<file path="config.mk">
export PLATFORM = sky130hd
export DESIGN_NAME = rf_scoreboard
export DESIGN_NICKNAME = d
export VERILOG_FILES = /design/src/rtl/rf_scoreboard_pkg.sv /design/src/rtl/sb_counter.sv /design/src/rtl/rf_scoreboard.sv
export SDC_FILE = /design/constraint.sdc
export NUM_CORES = 1
export LEC_CHECK = 0
export CORE_MARGIN = 1.5
export CORE_UTILIZATION = 45
export DETAILED_ROUTE_END_ITERATION = 8
export PLACE_DENSITY = 0.69
export SYNTH_ARGS = -nofsm -noshare
export SYNTH_HDL_FRONTEND = slang
export SYNTH_SLANG_ARGS = --single-unit
</file>
<file path="constraint.sdc">
create_clock -name clk -period 7.4 [get_ports clk]
set_input_delay 1.85 -clock clk [delete_from_list [all_inputs] [get_ports clk]]
set_output_delay 1.85 -clock clk [all_outputs]
set_load 0.02 [all_outputs]
</file>
<file path="src/rtl/rf_scoreboard_pkg.sv">
// Shared definitions for the register-file scoreboard.
// Holds the default register count, select width, counter width/ceiling
// and the RUN/DRAIN state encoding used by rf_scoreboard.
package rf_scoreboard_pkg;

  localparam int unsigned NUM_REGS  = 8;
  localparam int unsigned REG_SEL_W = 3;
  localparam int unsigned CNT_W     = 2;
  localparam int unsigned CNT_MAX   = (2 ** CNT_W) - 1;

  typedef enum logic {
    ST_RUN   = 1'b0,
    ST_DRAIN = 1'b1
  } sb_state_e;

endpackage : rf_scoreboard_pkg

</file>
<file path="src/rtl/sb_counter.sv">
// Per-register pending-write counter.
// Ports:
//   clk, rst  - clock, synchronous active-high reset
//   inc, dec  - count up (issue) / count down (retire); both together hold
//   clr       - clear to zero, overrides inc/dec
//   cnt       - current count
//   zero, max - current count is zero / saturated at all-ones
//   zero_nxt  - count will be zero after this edge
module sb_counter
  import rf_scoreboard_pkg::*;
#(
  parameter int unsigned CNT_W = rf_scoreboard_pkg::CNT_W
) (
  input  logic             clk,
  input  logic             rst,
  input  logic             inc,
  input  logic             dec,
  input  logic             clr,
  output logic [CNT_W-1:0] cnt,
  output logic             zero,
  output logic             max,
  output logic             zero_nxt
);

  localparam logic [CNT_W-1:0] ONE = CNT_W'(1);

  logic [CNT_W-1:0] cnt_q;
  logic [CNT_W-1:0] cnt_d;

  always_comb begin
    cnt_d = cnt_q;
    if (clr) begin
      cnt_d = '0;
    end else if (inc && !dec && !max) begin
      cnt_d = cnt_q + ONE;
    end else if (dec && !inc && !zero) begin
      // A decrement of an empty counter is ignored (never wraps).
      cnt_d = cnt_q - ONE;
    end
  end

  always_ff @(posedge clk) begin
    if (rst) begin
      cnt_q <= '0;
    end else begin
      cnt_q <= cnt_d;
    end
  end

  assign cnt      = cnt_q;
  assign zero     = (cnt_q == '0);
  assign max      = (cnt_q == '1);
  assign zero_nxt = (cnt_d == '0);

endmodule : sb_counter

</file>
<file path="src/rtl/rf_scoreboard.sv">
// Register-file scoreboard: tracks pending writes per register and stalls
// decode on RAW hazards, counter saturation, or while draining.
// Ports:
//   clk, rst                     - clock, synchronous active-high reset
//   issue_valid/_wr_en/_wr_reg   - instruction presented by decode
//   rd1_used/rd1_reg, rd2_*      - source operands of that instruction
//   retire_valid, retire_reg     - write-back commit
//   flush                        - discard all in-flight writes
//   drain_req                    - request to empty the pipeline (pulse)
//   stall                        - combinational hold for decode
//   busy_mask                    - bit i set while register i has pending writes
//   drain_done                   - one-cycle pulse when a drain completes
//   err                          - one-cycle pulse on retire to an idle register
// Optional feature macro: RF_SCOREBOARD_RETIRE_BYPASS_EN
//   When defined, a source hazard on a register whose single pending write
//   retires this cycle is suppressed (write-back value is forwarded).
module rf_scoreboard
  import rf_scoreboard_pkg::*;
#(
  parameter int unsigned NUM_REGS = rf_scoreboard_pkg::NUM_REGS,
  parameter int unsigned CNT_W    = rf_scoreboard_pkg::CNT_W
) (
  input  logic                        clk,
  input  logic                        rst,
  input  logic                        issue_valid,
  input  logic                        issue_wr_en,
  input  logic [$clog2(NUM_REGS)-1:0] issue_wr_reg,
  input  logic                        rd1_used,
  input  logic [$clog2(NUM_REGS)-1:0] rd1_reg,
  input  logic                        rd2_used,
  input  logic [$clog2(NUM_REGS)-1:0] rd2_reg,
  input  logic                        retire_valid,
  input  logic [$clog2(NUM_REGS)-1:0] retire_reg,
  input  logic                        flush,
  input  logic                        drain_req,
  output logic                        stall,
  output logic [NUM_REGS-1:0]         busy_mask,
  output logic                        drain_done,
  output logic                        err
);

  localparam int unsigned SEL_W = $clog2(NUM_REGS);
  localparam logic [CNT_W-1:0] ONE = CNT_W'(1);

`ifdef RF_SCOREBOARD_RETIRE_BYPASS_EN
  localparam bit BYPASS_EN = 1'b1;
`else
  localparam bit BYPASS_EN = 1'b0;
`endif

  sb_state_e state_q, state_d;
  logic      drain_done_q, drain_done_d;
  logic      err_q, err_d;

  logic [NUM_REGS-1:0] inc_v, dec_v, zero_v, max_v, zero_nxt_v;
  logic [CNT_W-1:0]    cnt_v [NUM_REGS];

  logic byp1, byp2, haz1, haz2, waw_full, accept;

  for (genvar g = 0; g < NUM_REGS; g++) begin : g_cnt
    sb_counter #(.CNT_W(CNT_W)) u_cnt (
      .clk      (clk),
      .rst      (rst),
      .inc      (inc_v[g]),
      .dec      (dec_v[g]),
      .clr      (flush),
      .cnt      (cnt_v[g]),
      .zero     (zero_v[g]),
      .max      (max_v[g]),
      .zero_nxt (zero_nxt_v[g])
    );
  end

  // Hazard and stall evaluation.
  always_comb begin
    byp1 = BYPASS_EN && retire_valid && (retire_reg == rd1_reg) &&
           (cnt_v[rd1_reg] == ONE);
    byp2 = BYPASS_EN && retire_valid && (retire_reg == rd2_reg) &&
           (cnt_v[rd2_reg] == ONE);
    haz1     = rd1_used && !zero_v[rd1_reg] && !byp1;
    haz2     = rd2_used && !zero_v[rd2_reg] && !byp2;
    waw_full = issue_wr_en && max_v[issue_wr_reg];
    stall    = issue_valid &&
               ((state_q == ST_DRAIN) || haz1 || haz2 || waw_full);
    accept   = issue_valid && !stall;
  end

  // Per-register increment/decrement strobes.
  always_comb begin
    inc_v = '0;
    dec_v = '0;
    for (int unsigned i = 0; i < NUM_REGS; i++) begin
      inc_v[i] = accept && issue_wr_en && (issue_wr_reg == SEL_W'(i));
      dec_v[i] = retire_valid && (retire_reg == SEL_W'(i));
    end
  end

  // Drain FSM and status pulses.
  always_comb begin
    state_d      = state_q;
    drain_done_d = 1'b0;
    err_d        = retire_valid && !flush && zero_v[retire_reg];
    unique case (state_q)
      ST_RUN: begin
        if (drain_req) state_d = ST_DRAIN;
      end
      ST_DRAIN: begin
        // Completion uses post-update counter state so the final retire
        // (or a flush) ends the drain on the same edge.
        if (flush || (&zero_nxt_v)) begin
          state_d      = ST_RUN;
          drain_done_d = 1'b1;
        end
      end
      default: state_d = ST_RUN;
    endcase
  end

  always_ff @(posedge clk) begin
    if (rst) begin
      state_q      <= ST_RUN;
      drain_done_q <= 1'b0;
      err_q        <= 1'b0;
    end else begin
      state_q      <= state_d;
      drain_done_q <= drain_done_d;
      err_q        <= err_d;
    end
  end

  assign busy_mask  = ~zero_v;
  assign drain_done = drain_done_q;
  assign err        = err_q;

endmodule : rf_scoreboard
</file>
After elaboration in Yosys (flattened, before gate mapping)

Cells that the tools add are included.
Widths: inputs -> output; s select.

Logic and storage cells: 207
Register bits after elaboration: 19
Input port bits: 21
Output and inout port bits: 11

Reductions and logical operators: 116
Equality and inequality tests: 22
Add/subtract/negate cells: 16
$lt $le $gt $ge: 4
Bitwise gates (word level): 2
Muxes and demuxes: 36

Operators by type and width:

| kind                | count |
|---|---|
| $logic_and 1x1->1   | 56 |
| $mux 2              | 24 |
| $logic_not 1->1     | 36 |
| $logic_not 2->1     | 16 |
| $eq 3x3->1 const B  | 8 |
| $add 2x1->2 const B | 8 |
| $eq 2x2->1 const B  | 8 |
| $lt 3x4->1 const B  | 4 |
| $sub 2x1->2 const B | 8 |
| $bmux 1 s3          | 4 |
| $eq 3x2->1 const B  | 4 |
| $not 8->8           | 1 |
| $reduce_and 8->1    | 1 |
| $mux 1              | 7 |
| $eq 3x1->1 const B  | 2 |
| $logic_not 3->1     | 2 |
| $logic_or 1x1->1    | 4 |
| $pmux 1 s2          | 1 |
| $reduce_or 2->1     | 1 |
| $not 1->1           | 1 |

Longest topological paths before layout

Depth in word-level cells: 24
Depth in mapped cells: 12
Depth with buffers taken out: 11

By module

A second synthesis with hierarchy kept.

Cell total of the unflattened synthesis: 239
Area total of the unflattened synthesis: 2,043.2 sq um

Modules (own cells, without submodules):

| module                           | sequential area each (sq um) | area each (sq um) | times used | cells each |
|---|---|---|---|---|
| sb_counter at g_cnt[0].u_cnt ... | 40.0                         | 180.2             | 7          | 20 |
| rf_scoreboard                    | 60.1                         | 600.6             | 1          | 80 |
| sb_counter at g_cnt[5].u_cnt     | 40.0                         | 181.4             | 1          | 19 |

Least setup slack after synthesis

No wires, ideal clock.

Path type: input to output
From: input rd2_reg[2]
To: output stall
Setup slack: 2.250 ns
Required time: 5.550 ns
Stages on the path: 7
Path buffers: 2
Arrival time: 3.300 ns
Cell sequence: buf_6 mux2i_1 mux4_2 a22oi_4 buf_6 nand2_1 o21a_1

Longest elaborated chain between the ends: 7

Ends and longest elaborated chain:

| item                          | line                | text |
|---|---|---|
| start, declared               | rf_scoreboard.sv:31 | `input logic [$clog2(NUM_REGS)-1:0] rd2_reg,` |
| $bmux 1 s3                    | rf_scoreboard.sv:81 | `haz2 = rd2_used && !zero_v[rd2_reg] && !byp2;` |
| $mux 1 (not written as such)  | rf_scoreboard.sv:81 |  |
| $logic_not 1->1               | rf_scoreboard.sv:81 |  |
| $logic_and 1x1->1             | rf_scoreboard.sv:81 |  |
| $logic_or 1x1->1 (2 in a row) | rf_scoreboard.sv:84 | `((state_q == ST_DRAIN) \|\| haz1 \|\| haz2 \|\| waw_full);` |
| $logic_and 1x1->1             | rf_scoreboard.sv:83 | `stall = issue_valid &&` |
| end, declared                 | rf_scoreboard.sv:36 | `output logic stall,` |

No other way between the ends. The select of a mux whose other input is x is not followed.

Worst setup path after layout

Same ends and word-level chain as after synthesis.

==> summary.md <==
| Metric | Value |
|---|---|
| Slew headroom | between 60 and 70% |
| Synthesis-to-layout area growth | 19.7% |
| Core Region | 4060 µm² |
| Cts bufs inserted | 3 |
| Vias in the first global route | roughly 1500 |
| Critical Path AT | ~4300 ps |
| Row count | 23 |
| Synth warnings | 0 |
| Final setup viols | 0 |
| Peak supply drop | 0.0689 mV |
| Clock Latency Late Sink | 260 ps |
| Worst path cell trace | clkdlybuf4s50_1, mux2i_1, mux4_2, a22oi_4, buf_4, nand2_1, o21a_1, clkdlybuf4s50_1 |
| # hold bufs at CTS | 0 |
| Clk slew on worst S/H paths | about 80 ps |
| Endpoint class of the critical path | output pin |
| Post-CTS sizing | 0 |
| WP buf/inv | 3 |
| Largest net degree at the start of global routing | 17 |
| CTS root buf | clkbuf_8 |
| Routed len/inst | about 14 µm |
| First-pass GRT wire length | between 7 and 8 mm |
| P_leak | 0.964 nW |
| Delay of the slowest critical-path stage | approximately 590 ps |
| Horiz. Die Dim | between 60 and 70 µm |
| Die Area | between 4000 and 5000 µm² |
| Die Span Y | a little under 70 µm |
| Nets | 300 |
| WL final | about 4.5 mm |
| Fmax | about 160 MHz |
| Sum Neg Setup Slack | 0 ps |
| WP data required | around 5600 ps |
| Final period utilization | 83.1% |
| Total number of vias | about 1700 |
| Critical setup path kind | in2out |
| Slew @ Worst Pin | 451 ps |
| Io pins | 32 |
| Status | complete, no violations |
| Max-Cap Viols | 0 |
| Syn Inst Count | between 200 and 250 |
| Post-Route Skew | between 3 and 4 ps |
| CTS tree | yes |
| Power per cell area | between 90 and 100 nW/µm² |
| Final Max Tran Viols | 0 |
| Hold/Removal Path Class | reg2reg |
| Final antenna-violating net count | 0 |
| Final GP Congestion | a little over 0.8 |
| Initial antenna violation count | 0 |
| Crit-path max FO | 16 |
| CP max-delay cell | clkdlybuf4s50_1 |
| Worst path top cell family by delay | buffers and inverters |
| Synth Register Bits | 19 |
| Initial core utilization | between 40% and 50% |
| Seq/Total Area, Yosys | 19.7% |
| Minimum clock period | 6150 ps |
| Max clock buf depth | 2 |
| CTS sink cnt | 19 |
| Most frequent cells in the layout | clkdlybuf4s50_1, inv_1, nor2_1 |
| RSZ-0062 raised after global routing | false |
| Commonest non-fill, non-tap cell in the layout | clkdlybuf4s50_1 |
| Critical Path Start Type | input pin |
| Starting DRT DRC Count | just over 90 |
| Synth Cell Area | 1930 µm² |
| Global Route Usage Sum | 20.4% |
| Number of port buffers | 31 |
| Hold Vio Cnt, Final | 0 |
| Avg Cell Area, Syn | 8.30 µm² |
| H-tree Lvls | 1 |
| Drt first pass iters | 4 |
| Antenna diodes | 0 |
| Global route total overflow | 0 |
| Most Frequent Cell on Critical Path | clkdlybuf4s50_1 |
| Buffer count from post-CTS setup fixing | 0 |
| Post-layout total power | 224 µW |
| Synthesized Nets | 270 |
| Via-to-Cell Ratio | roughly 5.6 |
| # DRC | 0 |
| Post-synth cell types | between 50 and 60 |
| Post-DP HPWL | roughly 3.6 mm |
| Fraction of layout instances using a drive strength above 1 | about a tenth |
| Min Hold Slack | between 500 and 600 ps |
## final timing paths
check,start,endpoint,slack [ps],cells past startpoint
hold / removal,g_cnt[7].u_cnt.cnt[0]$_SDFF_PP0_,g_cnt[7].u_cnt.cnt[0]$_SDFF_PP0_,540,2
hold reg to reg,g_cnt[7].u_cnt.cnt[0]$_SDFF_PP0_,g_cnt[7].u_cnt.cnt[0]$_SDFF_PP0_,540,2
setup reg to reg,g_cnt[0].u_cnt.cnt[0]$_SDFF_PP0_,drain_done$_SDFF_PP0_,4080,11
setup / recovery,rd2_reg[2],stall,1250,8
## per-layer routing
metal	wire length, µm	global-route usage, %
met5	0	0
met4	45	5.25
met3	126	2.60
met2	2010	32.6
met1	2280	29.1
## per-stage QoR
stage,cells,cell area (µm²),worst slack (ps),util [%]
after global routing,312,2310,1160,57.0
final,312,2310,1250,57.0
after CTS,312,2310,1250,57.0
after floorplan,233,1930,2250,-
after global placement,308,2270,1280,55.9
after detailed placement,308,2270,1260,55.9
## state kept, by name (all words and copies together), names as in the netlist
| register | flops |
|---|---|
| drain_done | 1 |
| err | 1 |
| g_cnt.u_cnt.cnt | 16 |
| state_q | 1 |
## where the power goes
group	leakage (nW)	internal [mW]	switching (mW)
combinational	0.787	0.0219	0.0212
sequential	0.154	0.104	0.00129
clock	0.0228	0.0384	0.0375
## layout make-up
type / count / area (µm²)
Sequential cell: 19 / 380
Timing Repair Buffer: 32 / 318
Tap cell: 50 / 62.6
Inverter: 26 / 97.6
Fill cell: 406 / 1740
Multi-Input combinational cell: 181 / 1410
Clock buffer: 4 / 45.0
## synthesized netlist by cell type, drive strengths merged
cell type | number | area, µm²
a211o | 4 | 35.0
a211oi | 5 | 37.5
a21boi | 1 | 7.51
a21oi | 8 | 40.0
a22o | 2 | 26.3
a22oi | 2 | 28.8
a311oi | 1 | 8.76
a31oi | 4 | 31.3
and2 | 11 | 70.1
and2b | 1 | 7.51
and3 | 3 | 18.8
and3b | 1 | 8.76
buf | 4 | 33.8
clkbuf | 3 | 11.3
dfxtp | 19 | 380
ha | 16 | 200
inv | 26 | 97.6
mux2i | 12 | 120
mux4 | 6 | 135
nand2 | 18 | 75.1
nand2b | 3 | 18.8
nand3 | 4 | 20.0
nand4 | 3 | 18.8
nand4b | 4 | 35.0
nor2 | 20 | 75.1
nor2b | 2 | 12.5
nor3 | 13 | 86.3
nor3b | 2 | 15.0
nor4b | 3 | 38.8
nor4bb | 1 | 10.0
o211ai | 3 | 22.5
o21a | 1 | 7.51
o21ai | 4 | 20.0
o2bb2a | 1 | 10.0
o31ai | 1 | 7.51
o32ai | 2 | 17.5
or2 | 3 | 18.8
or2b | 3 | 26.3
or3 | 7 | 48.8
or4 | 2 | 15.0
xnor2 | 4 | 35.0
## tightest hold or removal path: stages, from the launching register on
cell and delay (ps):
dfxtp_1 350, nand2_1 90, a21oi_1 60
## cells by family (layout without fill, tap and decap cells)
| family | count (synthesis) | in the layout | share of synthesized area, % |
|---|---|---|---|
| muxes | 18 | 18 | 13.2 |
| adders and majority gates | 16 | 16 | 10.4 |
| and+or+nand+nor | 104 | 104 | 32.0 |
| xor gates and xnor gates | 4 | 4 | 1.81 |
| AOI/OAI and AO/OA | 39 | 39 | 15.5 |
| DFF | 19 | 19 | 19.7 |
| buffers and inverters | 33 | 62 | 7.38 |
Power figures use the tool's default switching activity.
